--- src/rtl/demux_nway_reg_chip.sv ---
`default_nettype none
// ============================================================================
// Module      : demux_nway_reg_chip
// Description : Registered N-way demultiplexer with a valid/ready handshake
//               on every channel. Each input word goes to the channel named
//               by in_sel, or to all channels when in_bcast is high. Every
//               output channel has a one-entry holding register, so a stalled
//               sink does not block traffic to the other channels. A word
//               whose select is out of range is accepted and then discarded.
//               Each discard is counted by a saturating counter.
// Ports       : clk, reset      - rising-edge clock; synchronous active-high
//                                  reset
//               in_valid/ready  - input handshake
//               in_data         - input word (WIDTH bits)
//               in_sel          - destination channel index (SELW bits)
//               in_bcast        - write the word to all N channels
//               out_valid/ready - per-channel handshake (N bits each)
//               out_data        - channel k is at [k*WIDTH +: WIDTH]
//               drop            - one-cycle pulse after a discarded word
//               drop_count      - saturating 8-bit count of discarded words
// Revision    : 1.0 - initial release
// ============================================================================
module demux_nway_reg_chip #(
    parameter int WIDTH = 16,
    parameter int N     = 8,
    parameter int SELW  = 3     // 2**SELW must be >= N
) (
    input  logic                 clk,
    input  logic                 reset,
    input  logic                 in_valid,
    output logic                 in_ready,
    input  logic [WIDTH-1:0]     in_data,
    input  logic [SELW-1:0]      in_sel,
    input  logic                 in_bcast,
    output logic [N-1:0]         out_valid,
    input  logic [N-1:0]         out_ready,
    output logic [N*WIDTH-1:0]   out_data,
    output logic                 drop,
    output logic [7:0]           drop_count
);

    localparam int          C_NPAD   = 2**SELW;
    localparam int unsigned C_N      = N;
    localparam logic [7:0]  C_CNTMAX = 8'hFF;

    logic [N-1:0]      r_valid;
    logic [N-1:0]      w_free;
    logic [C_NPAD-1:0] w_free_pad;
    logic              w_in_range;
    logic              w_accept;
    logic              w_drop_acc;
    logic              r_drop;
    logic [7:0]        r_drop_count;

    // A channel can take a new word if it is empty or is being drained
    // on this edge. Drain and refill on the same edge gives full throughput.
    assign w_free = ~r_valid | out_ready;

    // Widen the free vector to the full select range so that indexing with an
    // out-of-range select stays within the vector.
    always_comb begin
        w_free_pad         = '0;
        w_free_pad[N-1:0]  = w_free;
    end

    assign w_in_range = (32'(in_sel) < C_N);

    always_comb begin
        in_ready = 1'b1;                    // out-of-range words are discarded
        if (in_bcast) begin
            in_ready = &w_free;
        end else if (w_in_range) begin
            in_ready = w_free_pad[in_sel];
        end
    end

    assign w_accept   = in_valid & in_ready;
    assign w_drop_acc = w_accept & ~in_bcast & ~w_in_range;

    generate
        for (genvar k = 0; k < N; k++) begin : g_chan
            logic             w_load;
            logic [WIDTH-1:0] r_data;

            assign w_load = w_accept &
                            (in_bcast | (w_in_range && (in_sel == SELW'(k))));

            always_ff @(posedge clk) begin
                if (reset) begin
                    r_valid[k] <= 1'b0;
                    r_data     <= '0;
                end else if (w_load) begin
                    r_valid[k] <= 1'b1;
                    r_data     <= in_data;
                end else if (r_valid[k] && out_ready[k]) begin
                    // An empty channel shows zero on its data slice.
                    r_valid[k] <= 1'b0;
                    r_data     <= '0;
                end
            end

            assign out_data[k*WIDTH +: WIDTH] = r_data;
        end
    endgenerate

    always_ff @(posedge clk) begin
        if (reset) begin
            r_drop       <= 1'b0;
            r_drop_count <= '0;
        end else begin
            r_drop <= w_drop_acc;
            if (w_drop_acc && (r_drop_count != C_CNTMAX)) begin
                r_drop_count <= r_drop_count + 8'd1;
            end
        end
    end

    assign out_valid  = r_valid;
    assign drop       = r_drop;
    assign drop_count = r_drop_count;

endmodule
`default_nettype wire

--- config.mk ---
export PLATFORM = sky130hd
export DESIGN_NAME = demux_nway_reg_chip
export DESIGN_NICKNAME = d
export VERILOG_FILES = /design/src/rtl/demux_nway_reg_chip.sv
export SDC_FILE = /design/constraint.sdc
export NUM_CORES = 1
export LEC_CHECK = 0
export BUFFER_PORTS_ARGS = -buffer_cell sky130_fd_sc_hd__buf_2
export CORE_MARGIN = 3
export CORE_UTILIZATION = 48
export DETAILED_ROUTE_END_ITERATION = 8
export PLACE_DENSITY = 0.78
export SLEW_MARGIN = 10
export SYNTH_ARGS = -nofsm -noshare
export SYNTH_HDL_FRONTEND = slang
export SYNTH_SLANG_ARGS = --single-unit
--- constraint.sdc ---
create_clock -name clk -period 1.71 [get_ports clk]
set_input_delay 0.171 -clock clk [delete_from_list [all_inputs] [get_ports clk]]
set_output_delay 0.171 -clock clk [all_outputs]
set_load 0.02 [all_outputs]
Yosys cells after proc, flatten, opt, wreduce, memory -nomap -nowiden
Index checks and enable logic that the tools add are counted.
Word-level totals
  bits in registers: 136
  bits in latches: 0
  memory bits (writable): 0
  memory bits (read-only): 0
  bits of input ports: 31
  output and inout bits: 146
  logic and storage cells: 96
  memories kept: 0
Cells by class
  add/subtract/negate cells: 0
  multiply operators: 0
  divide/modulo/power cells: 0
  magnitude comparators: 1
  equality and inequality tests: 7
  shifts and indexed selects: 0
  muxes and demuxes: 35
  bitwise logic cells: 19
  reductions and logical operators: 18
Operators by type and width (number)
  $mux W16: 16
  $mux W1: 18
  $reduce_bool A2 Y1: 8
  $eq A3 B3 Y1 const B: 4
  $and A1 B1 Y1: 9
  $logic_and A1 B1 Y1: 8
  $not A8 Y8: 1
  $or A1 B1 Y1: 8
  $or A8 B8 Y8: 1
  $reduce_and A8 Y1: 1
  $eq A3 B2 Y1 const B: 2
  $lt A3 B4 Y1 const B: 1
  $bmux W1 S3: 1
  $eq A3 B1 Y1 const B: 1
  $logic_not A3 Y1: 1

Depth between registers and ports, before layout
Gate-level depths: netlist of the first run.
  depth in word-level cells: 8
  depth in mapped cells: 9
  depth with buffers taken out: 5

Worst setup path after synthesis of the first run
No wires, ideal clock.
  path kind: register to register
  start: reg r_valid[4] (netlist: out_valid[4])
  end: reg g_chan[3].r_data[10]
  setup time: 80 ps
  data arrival time: 1778 ps
  data required time: 1630 ps
  setup slack: -148 ps
  cell stages (with the launch flop): 8
  path buffers: 2
  period minus slack after synthesis: 1858 ps
  cells stage by stage: dfxtp_1 nor4b_4 a2111oi_2 and2_1 buf_6 buf_6 or4_1 o211ai_1
Between the ends
  word-level cells in the longest chain between the ends: 8
  elaborated cells on any way between the ends: 10
  those cells by class: mux: 4; bitwise: 4; reduce/logical: 2
Ends and longest elaborated chain
  from (decl): RTL line 46  | logic [N-1:0] r_valid;
  from (signal, indexed assignment): RTL line 90  | r_valid[k] <= 1'b0;
  from (signal, indexed assignment): RTL line 93  | r_valid[k] <= 1'b1;
  from (signal, indexed assignment): RTL line 97  | r_valid[k] <= 1'b0;
  $not A8 Y8 *: RTL line 57  | assign w_free = ~r_valid | out_ready;
  $or A8 B8 Y8 *: RTL line 57
  $bmux W1 S3: RTL line 73  | in_ready = w_free_pad[in_sel];
  $mux W1 (not written as such): RTL line 73
  $mux W1 *: RTL line 70  | if (in_bcast) begin
  $and A1 B1 Y1 *: RTL line 77  | assign w_accept = in_valid & in_ready;
  $and A1 B1 Y1 *: RTL line 85  | assign w_load = w_accept &
  $mux W16 / $reduce_bool A2 Y1 (equally long branches)
  to (signal assigned): RTL line 94  | r_data <= in_data;
  to (decl): RTL line 83  | logic [WIDTH-1:0] r_data;
Every way passes the cells marked *; elsewhere a longest branch is shown, timed or not. The select of a mux whose other input is x is not followed.
A chain may end at the register's enable or synchronous reset.

Final worst setup path of the first run
  start: reg r_valid[4] (netlist: out_valid[4])
  end: out in_ready
Between the ends
  word-level cells in the longest chain between the ends: 5
  elaborated cells on any way between the ends: 6
  those cells by class: mux: 3; bitwise: 2; reduce/logical: 1
Ends and longest elaborated chain
  $not A8 Y8 *: RTL line 57
  $or A8 B8 Y8 *: RTL line 57
  $bmux W1 S3: RTL line 73
  $mux W1 (not written as such): RTL line 73
  $mux W1 *: RTL line 70
  to (decl): RTL line 31  | output logic in_ready,
Marks and branches as above.

==> results.md, run 1 <==
- Worst EP arrival: around 1.9 ns
- Die Y: between 100 and 150 µm
- CP max stage delay: 0.38 ns
- Via density: around 6.7
- Leak: roughly 3.7 nW
- Die Area: 15,700 µm²
- DR WL/cell: 22.8 µm
- Synth top area share: about 40%
- Largest net degree at the start of global routing: 129
- Clk Latency, worst-skew pair: 0.43 ns
- Layout Cells excl Fill: roughly 1,200
- Crit Reg-Reg Endpoint: g_chan[1].r_data[10]
- Synth Register Bits: approximately 140
- CP Max Fanout: 6
- Violated checks: setup timing
- Placed instance area: 8410 µm²
- Worst setup EP type: output pin
- Synth Area in Adders: 0%
- Number of port buffers: ~170
- Outcome: finished with violations
- Final period util: 122%
- Antenna Cells: 0
- Area leader, netlist: dfxtp_1
- Filler instances: 976
- Placed cell count: 1,108
- CTS tree: yes
- Top-count cell post-synth: o211ai_1
- Total gr overflow: 0
- Mux cell area share after synthesis: less than 1%
- Post-Synth Simple-Gate Area: 18.8%
- RSZ-0062 raised after global routing: yes
- Area of the multi-input gates: 4210 µm²
- CTS max path bufs: 2
- Cells after Synth: 779
- Hold Crit Endpoint: out_valid[1]
- # DRC: 0
- Max cap viols: 0
- Clock sink count: 136
- Setup slack, reg-to-reg: -0.24 ns
- Synth Area in Compound Gates: 33.5%
- Setup Skew: roughly 0.0087 ns
- Vias in the first global route: 6,716
- Hold crit path type: input port to flip-flop
- Setup slack after layout: -0.373 ns
- First-pass GRT wire length: 37.8 mm
- Fmax: 480 MHz
- Cells along the critical path: nand2b_1 -> nand4_1 -> nor3_4 -> buf_6 -> buf_4 -> or3_4 -> buf_6
- Setup violators final: 123
- FP Rows: 42
- Yosys warning count: 0
- Main combinational cell family by area after synthesis: compound AO/OA/AOI/OAI gates
- GPL Wtd Cong: between 0.8 and 0.9
- Final instance area: ~10000 µm²
- Synth Flop Type: dfxtp_1
- Worst r2r src: out_valid[4]
- Cell mode on critical path: buf_6
- Layout Area Growth over Synthesis: 44.9%
- Syn avg cell area: 8.77 µm²
- Core ar.: 13,600 µm²
- Min Tclk post-route: 2.08 ns
- Nets: between 1,000 and 1,500
- Die Width: 125 µm
- Fraction of registers with async set/reset: 0%
- Xor/xnor share of the synthesized area: 0%
- Number of top-level pins: approximately 180
- Share of cells above drive strength 1: 42.5%
- Root Buffer Master: clkbuf_16
- Top Family by Delay on Critical Path: simple AND/OR/NAND/NOR gates
- Hold path depth: 3
- DRT antenna net count: 0
- Max_slew headroom: 21.1%
- CTS HTree Levels: 4
- Cts bufs inserted: 17
- Reg2Reg Depth: 7
- DP HPWL: between 10 and 15 mm
- Hold path start: out_ready[1]
- PD cells: 1010 nW/µm²
- Initial antenna violation count: 2
- Register area: roughly 2700 µm²
- EDFF count, synth: 0
- Initial Util: 50.4%
- CP required: 1.54 ns
- Hold Fails Final Rpt: 0
- VDD IR-drop max: between 0.0007 and 0.0008 V
- Slew @ Worst Pin: 1.18 ns
- Total Wirelength: approximately 26 mm
- Seq/Total Area, Yosys: 39.8%
- Total Routing Usage GR: 29.9%
- Post-layout util: 73.0%
- CTS clk-pin slew, worst paths: 0.06 ns
- Top post-synthesis cells by area: dfxtp_1 40%, o211ai_1 21%, o221ai_1 8.3%, or4_1 7.0%, nand3_1 4.8%
- Buf+Inv Stages, Crit Path: 3
- CP startpoint kind: flip-flop
- Cell variety after synth: 37
- Routed via count: 7,724
- WS Path Type: flip-flop to output pin
- Mapped cell area: 6830 µm²
- 1st-pass router iterations: 5
- Most frequent cells after synthesis: 192 x o211ai_1, 136 x dfxtp_1, 82 x nand2_1, 66 x clkbuf_1
- Max Slew Vio Count: 0
- Iteration-0 DRC count of the detailed router: 1,150
- CP max stage cell: or3_4
-- cell type report --
| class | instances | area share (%) |
|---|---|---|
| Multi-Input combinational cell | 539 | 42.5 |
| Sequential cell | 136 | 27.7 |
| Timing Repair Buffer | 270 | 21.4 |
| Clock buffer | 23 | 4.73 |
| Tap cell | 176 | 2.22 |
| Clock inverter | 9 | 1.24 |
| Inverter | 6 | 0.240 |
-- state kept, by name (all words and copies together) (netlist names) --
| signal | cells |
|---|---|
| g_chan.r_data | 128 |
| out_valid | 8 |
-- routing by layer --
layer / GRT usage (%) / up-vias / part of all wire, %
met5: 0 / - / 0.053
met4: 9.69 / 4 / 2.9
met3: 8.53 / 84 / 11
met2: 44.0 / 489 / 46
met1: 42.5 / 3659 / 40
li1: - / 3488 / -
-- worst max-delay path by stage --
stage | from | endpoint | slack (ns) | cells past startpoint
final | out_valid[4] | in_ready | -0.37 | 7
after global routing | out_valid[4] | in_ready | -0.43 | 7
after CTS | out_valid[4] | in_ready | -0.41 | 6
after detailed placement | in_sel[1] | g_chan[6].r_data[15] | -0.15 | 8
after global placement | in_sel[1] | g_chan[7].r_data[12] | -0.11 | 8
after floorplan | out_valid[4] | g_chan[3].r_data[10] | -0.004 | 7
-- cells in the final DEF, fill, tap and decap left out, drive strengths merged --
| cell type | instances |
|---|---|
| a21oi | 18 |
| o221ai | 65 |
| inv | 5 |
| or2 | 2 |
| bufinv | 3 |
| nand3 | 65 |
| o21ai | 1 |
| nor2 | 5 |
| nor4b | 1 |
| buf | 264 |
| o31ai | 1 |
| nor3 | 1 |
| clkbuf | 28 |
| a31oi | 2 |
| o22ai | 9 |
| dfxtp | 136 |
| conb | 9 |
| a2111oi | 1 |
| clkinvlp | 1 |
| nand4 | 1 |
| mux2i | 1 |
| and2 | 1 |
| clkinv | 6 |
| o21bai | 3 |
| nand2b | 9 |
| nor2b | 3 |
| bufbuf | 1 |
| nand2 | 82 |
| nor3b | 1 |
| or4 | 64 |
| and3b | 1 |
| or3 | 1 |
| o211ai | 192 |
-- report_power, final --
part           total, mW  switching (mW)  internal, mW  leakage, nW
Combinational       2.52            1.55         0.968         2.31
Clock               3.77            1.41          2.36        0.291
Sequential          3.68           0.234          3.44         1.11
-- worst min-delay path, cell delays in order --
cell      delay (ns)
buf_2           0.11
nand2b_4        0.15
o22ai_1         0.07
-- timing repair --
item | 4_1_cts | 5_1_grt
setup buffers | 4 | 19
pin swaps | 19 | 60
hold buffers | 0 | 0
setup endpoints to repair | 133 | 137
gates resized for setup | 10 | 102
gates cloned | 3 | 6
-- stage by stage --
stage | hold WS (ns) | worst slack (ns) | setup TNS (ns) | total power [mW]
final | 0.127 | -0.373 | -9.10 | 9.97
after global routing | 0.128 | -0.427 | -16.93 | 10.2
after CTS | 0.0811 | -0.411 | -29.69 | 9.60
after detailed placement | 0.513 | -0.155 | -14.09 | 5.84
after global placement | 0.505 | -0.108 | -9.71 | 5.81
after floorplan | 0.376 | -0.00370 | -0.00739 | 4.94
-- cell families after synthesis --
logic type,count (synthesis)
mux,1
other cells,1
flops,136
compound gates,292
buf+inv,112
simple gates,237
No activity file was read; power rests on OpenSTA's default activity.
==> run 2, diff against run 1 <==
--- a/config.mk
+++ b/config.mk
@@ -6,7 +6,7 @@
 export NUM_CORES = 1
 export LEC_CHECK = 0
 export BUFFER_PORTS_ARGS = -buffer_cell sky130_fd_sc_hd__buf_2
-export CORE_MARGIN = 3
+export CORE_MARGIN = 5
 export CORE_UTILIZATION = 48
 export DETAILED_ROUTE_END_ITERATION = 8
 export PLACE_DENSITY = 0.78
==> run 2 against run 1 <==
  * The flow still finishes with violations (setup timing)
  * Sequential power hardly changed
  * Worst hold slack worse by 0.018 ns
  * Final cell count hardly changed
  * Global-route usage is 0.29 points higher
  * Clock skew hardly changed
  * Critical path depth is 1 lower
  * Non-clock buffer count is 8 lower
  * First-iteration DRC count is 8.4% higher
  * Count of clock-buffer cells in the layout is 1 higher
  * Core utilization is 5.0 points lower
  * Critical endpoint unchanged
  * Largest cell class unchanged
  * Largest power group unchanged
==> results.md, run 2 (synthesis gave the netlist of run 1 again) <==
- Initial antenna violation count: 3 (+1)
- Initial Util: 49.0% (-1.4 points)
- Buf+Inv Stages, Crit Path: 2 (-1)
- CP Max Fanout: 3 (-3)
- Setup Skew: 0.00856 ns (-0.000116 ns)
- GPL Wtd Cong: 0.825 (-4.3%)
- Cells along the critical path: nor4b_4 -> a2111oi_4 -> and2_4 -> buf_12 -> or3_4 -> buf_6
- VDD IR-drop max: 0.000736 V (-7.2%)
- Hold_buf cts: 0 (unchanged)
- Vias in the first global route: 6,983 (+4.0%)
- CP startpoint kind: flip-flop
- # DRC: 0 (unchanged)
- CTS max path bufs: 2 (unchanged)
- FP Rows: 43 (+2.4%)
- First-pass GRT wire length: 39.4 mm (+4.2%)
- Hold Fails Final Rpt: 0 (unchanged)
- CP max stage cell: dfxtp_4
- Setup slack after layout: -0.305 ns (+0.0679 ns)
- Largest Register: g_chan.r_data
- CP max stage delay: 0.36 ns (-0.02 ns)
- Commonest cells after routing, fill and taps aside: 192 x o211ai_1, 166 x buf_2, 128 x dfxtp_1
- Clock sink count: 136 (unchanged)
- Setup TNS: -23.22 ns (-14.12 ns)
- Die Width: 129 µm (+3.2%)
- Max Slew Vio Count: 0 (unchanged)
- Total Wirelength: 26.2 mm (-0.72%)
- CTS clk-pin slew, worst paths: 0.06 ns (about the same)
- PD cells: 1030 nW/µm² (+2.1%)
- CTS HTree Levels: 4 (unchanged)
- Leak: 3.61 nW (-2.9%)
- Number of port buffers: 167 (unchanged)
- Largest net degree at the start of global routing: 129 (unchanged)
- Final instance area: 9480 µm² (-4.2%)
- Number of top-level pins: 177 (unchanged)
- Min Tclk post-route: 2.02 ns (-0.0679 ns)
- Placed instance area: 8370 µm² (-0.45%)
- Worst EP arrival: 1.84 ns (-0.07 ns)
- Uppermost routed layer: met5
- Switching share of power: 31.9% (-0.22 points)
- Fmax: 496 MHz (+3.4%)
- Met3 WL: 3.21 mm (+10%)
- Die Area: 16,700 µm² (+6.5%)
- Total Routing Usage GR: 30.2% (+0.29 points)
- CTS tree: yes
- Pint: 6.64 mW (-1.9%)
- Iteration-0 DRC count of the detailed router: 1,247 (+8.4%)
- Metal-1 WL: 10.2 mm (-2.2%)
- Reg power frac: 37.7% (+0.8 points)
- DR WL/cell: 22.6 µm (-0.64%)
- Dpl ws: -0.186 ns (-0.0314 ns)
- Top Family by Delay on Critical Path: simple AND/OR/NAND/NOR gates
- RSZ-0062 raised after global routing: yes
- Hold crit path type: input port to flip-flop
- Slew @ Worst Pin: 0.792 ns (-0.388 ns)
- 1st-pass router iterations: 8 (+3)
- Clk Latency, worst-skew pair: 0.43 ns (about the same)
- Gate power share: 24.0% (-1.3 points)
- Max_slew headroom: 47.1% (+26 points)
- Cts bufs inserted: 17 (unchanged)
- Core ar.: 13,900 µm² (+2.8%)
- DRT antenna net count: 0 (unchanged)
- Total gr overflow: 0 (unchanged)
- Setup violators final: 137 (+11%)
- Total chip power: 9.74 mW (-2.2%)
- Violated checks: setup timing
- Outcome: finished with violations
- Nets: 994 (-0.70%)
- DP HPWL: 15.3 mm (+3.8%)
- Most common cell after layout, fill and taps aside: o211ai_1
- Via density: 6.71 (+0.68%)
- Share of cells above drive strength 1: 37.8% (-4.7 points)
- Routed via count: 7,770 (+0.60%)
- CP required: 1.54 ns (about the same)
- Max cap viols: 0 (unchanged)
- Root Buffer Master: clkbuf_16
- Worst setup EP type: output pin
- Final period util: 118% (-4.0 points)
- Max FFs per register: 128 (unchanged)
- Clk pwr share: 38.3% (+0.5 points)
- Switching power: 3.11 mW (-2.9%)
- Met2 WL: 11.7 mm (-4.3%)
- Layout Area Growth over Synthesis: 38.8%
- Die Y: 129 µm (+3.2%)
- WS Path Type: flip-flop to output pin
## run 2: cell types whose count changed in the layout (fill, tap and decap cells not counted), moves of 2 or more
cell,delta
buf_12,-2
o221ai_2,-44
clkbuf_1,-2
clkbuf_8,+3
diode_2,+2
clkbuf_16,-4
o221ai_1,+44
## run 2: final timing paths
path | startpoint | end | slack, ns | cells after the start
worst max register to register | out_valid[4] | g_chan[0].r_data[15] | -0.29 | 8
worst max-delay path | out_valid[4] | in_ready | -0.31 | 6
worst min register to register | out_valid[6] | out_valid[6] | 0.53 | 2
worst min-delay path | out_ready[6] | out_valid[6] | 0.11 | 3
## run 2: metal layers
metal  GRT usage (%)  vias to the layer above
met2            43.7                      540
met4            13.6                        2
met5               0                        -
met3            8.16                       96
met1            42.1                     3657
li1                -                     3475
## run 2: what timing repair did
| item | in CTS | in global routing |
|---|---|---|
| endpoints found under the hold margin | 0 | 0 |
| resized for setup | 27 | 33 |
| setup endpoints to repair | 134 | 137 |
| cloned | 4 | 1 |
| setup buffers | 7 | 4 |
| pin swaps | 8 | 26 |
## run 2: per-stage QoR
step	hold slack (ns)	utilization, %	instances
5_1_grt	0.132	68.0	1157
3_5_place_dp	0.518	60.1	1108
6_report	0.108	68.1	1158
3_3_place_gp	0.496	60.1	1108
2_1_floorplan	0.376	-	787
4_1_cts	0.0982	66.4	1151
## run 2: layout make-up
cell class | instances | area, µm²
Fill cell | 1091 | 4450
Multi-Input combinational cell | 540 | 3940
Sequential cell | 136 | 2740
Timing Repair Buffer | 262 | 1950
Clock buffer | 24 | 502
Tap cell | 180 | 225
Clock inverter | 8 | 92.6
Inverter | 6 | 23.8
Antenna cell | 2 | 5.00
## run 2: power by group through the flow
stage          logic, mW  registers, mW  clock network, mW
2_1_floorplan      0.933           4.01                  0
3_3_place_gp        2.06           3.71                  0
3_5_place_dp        2.09           3.72                  0
4_1_cts             2.22           3.66               3.72
5_1_grt             2.47           3.70               3.89
6_report            2.34           3.67               3.73
## run 2: worst register-to-register path, stage by stage (launching register included)
cell and delay, ns:
dfxtp_4 0.36, nor4b_4 0.25, a2111oi_4 0.06, and2_4 0.17, buf_4 0.16, buf_6 0.14, buf_12 0.15, or4_4 0.53
o211ai_1 0.11
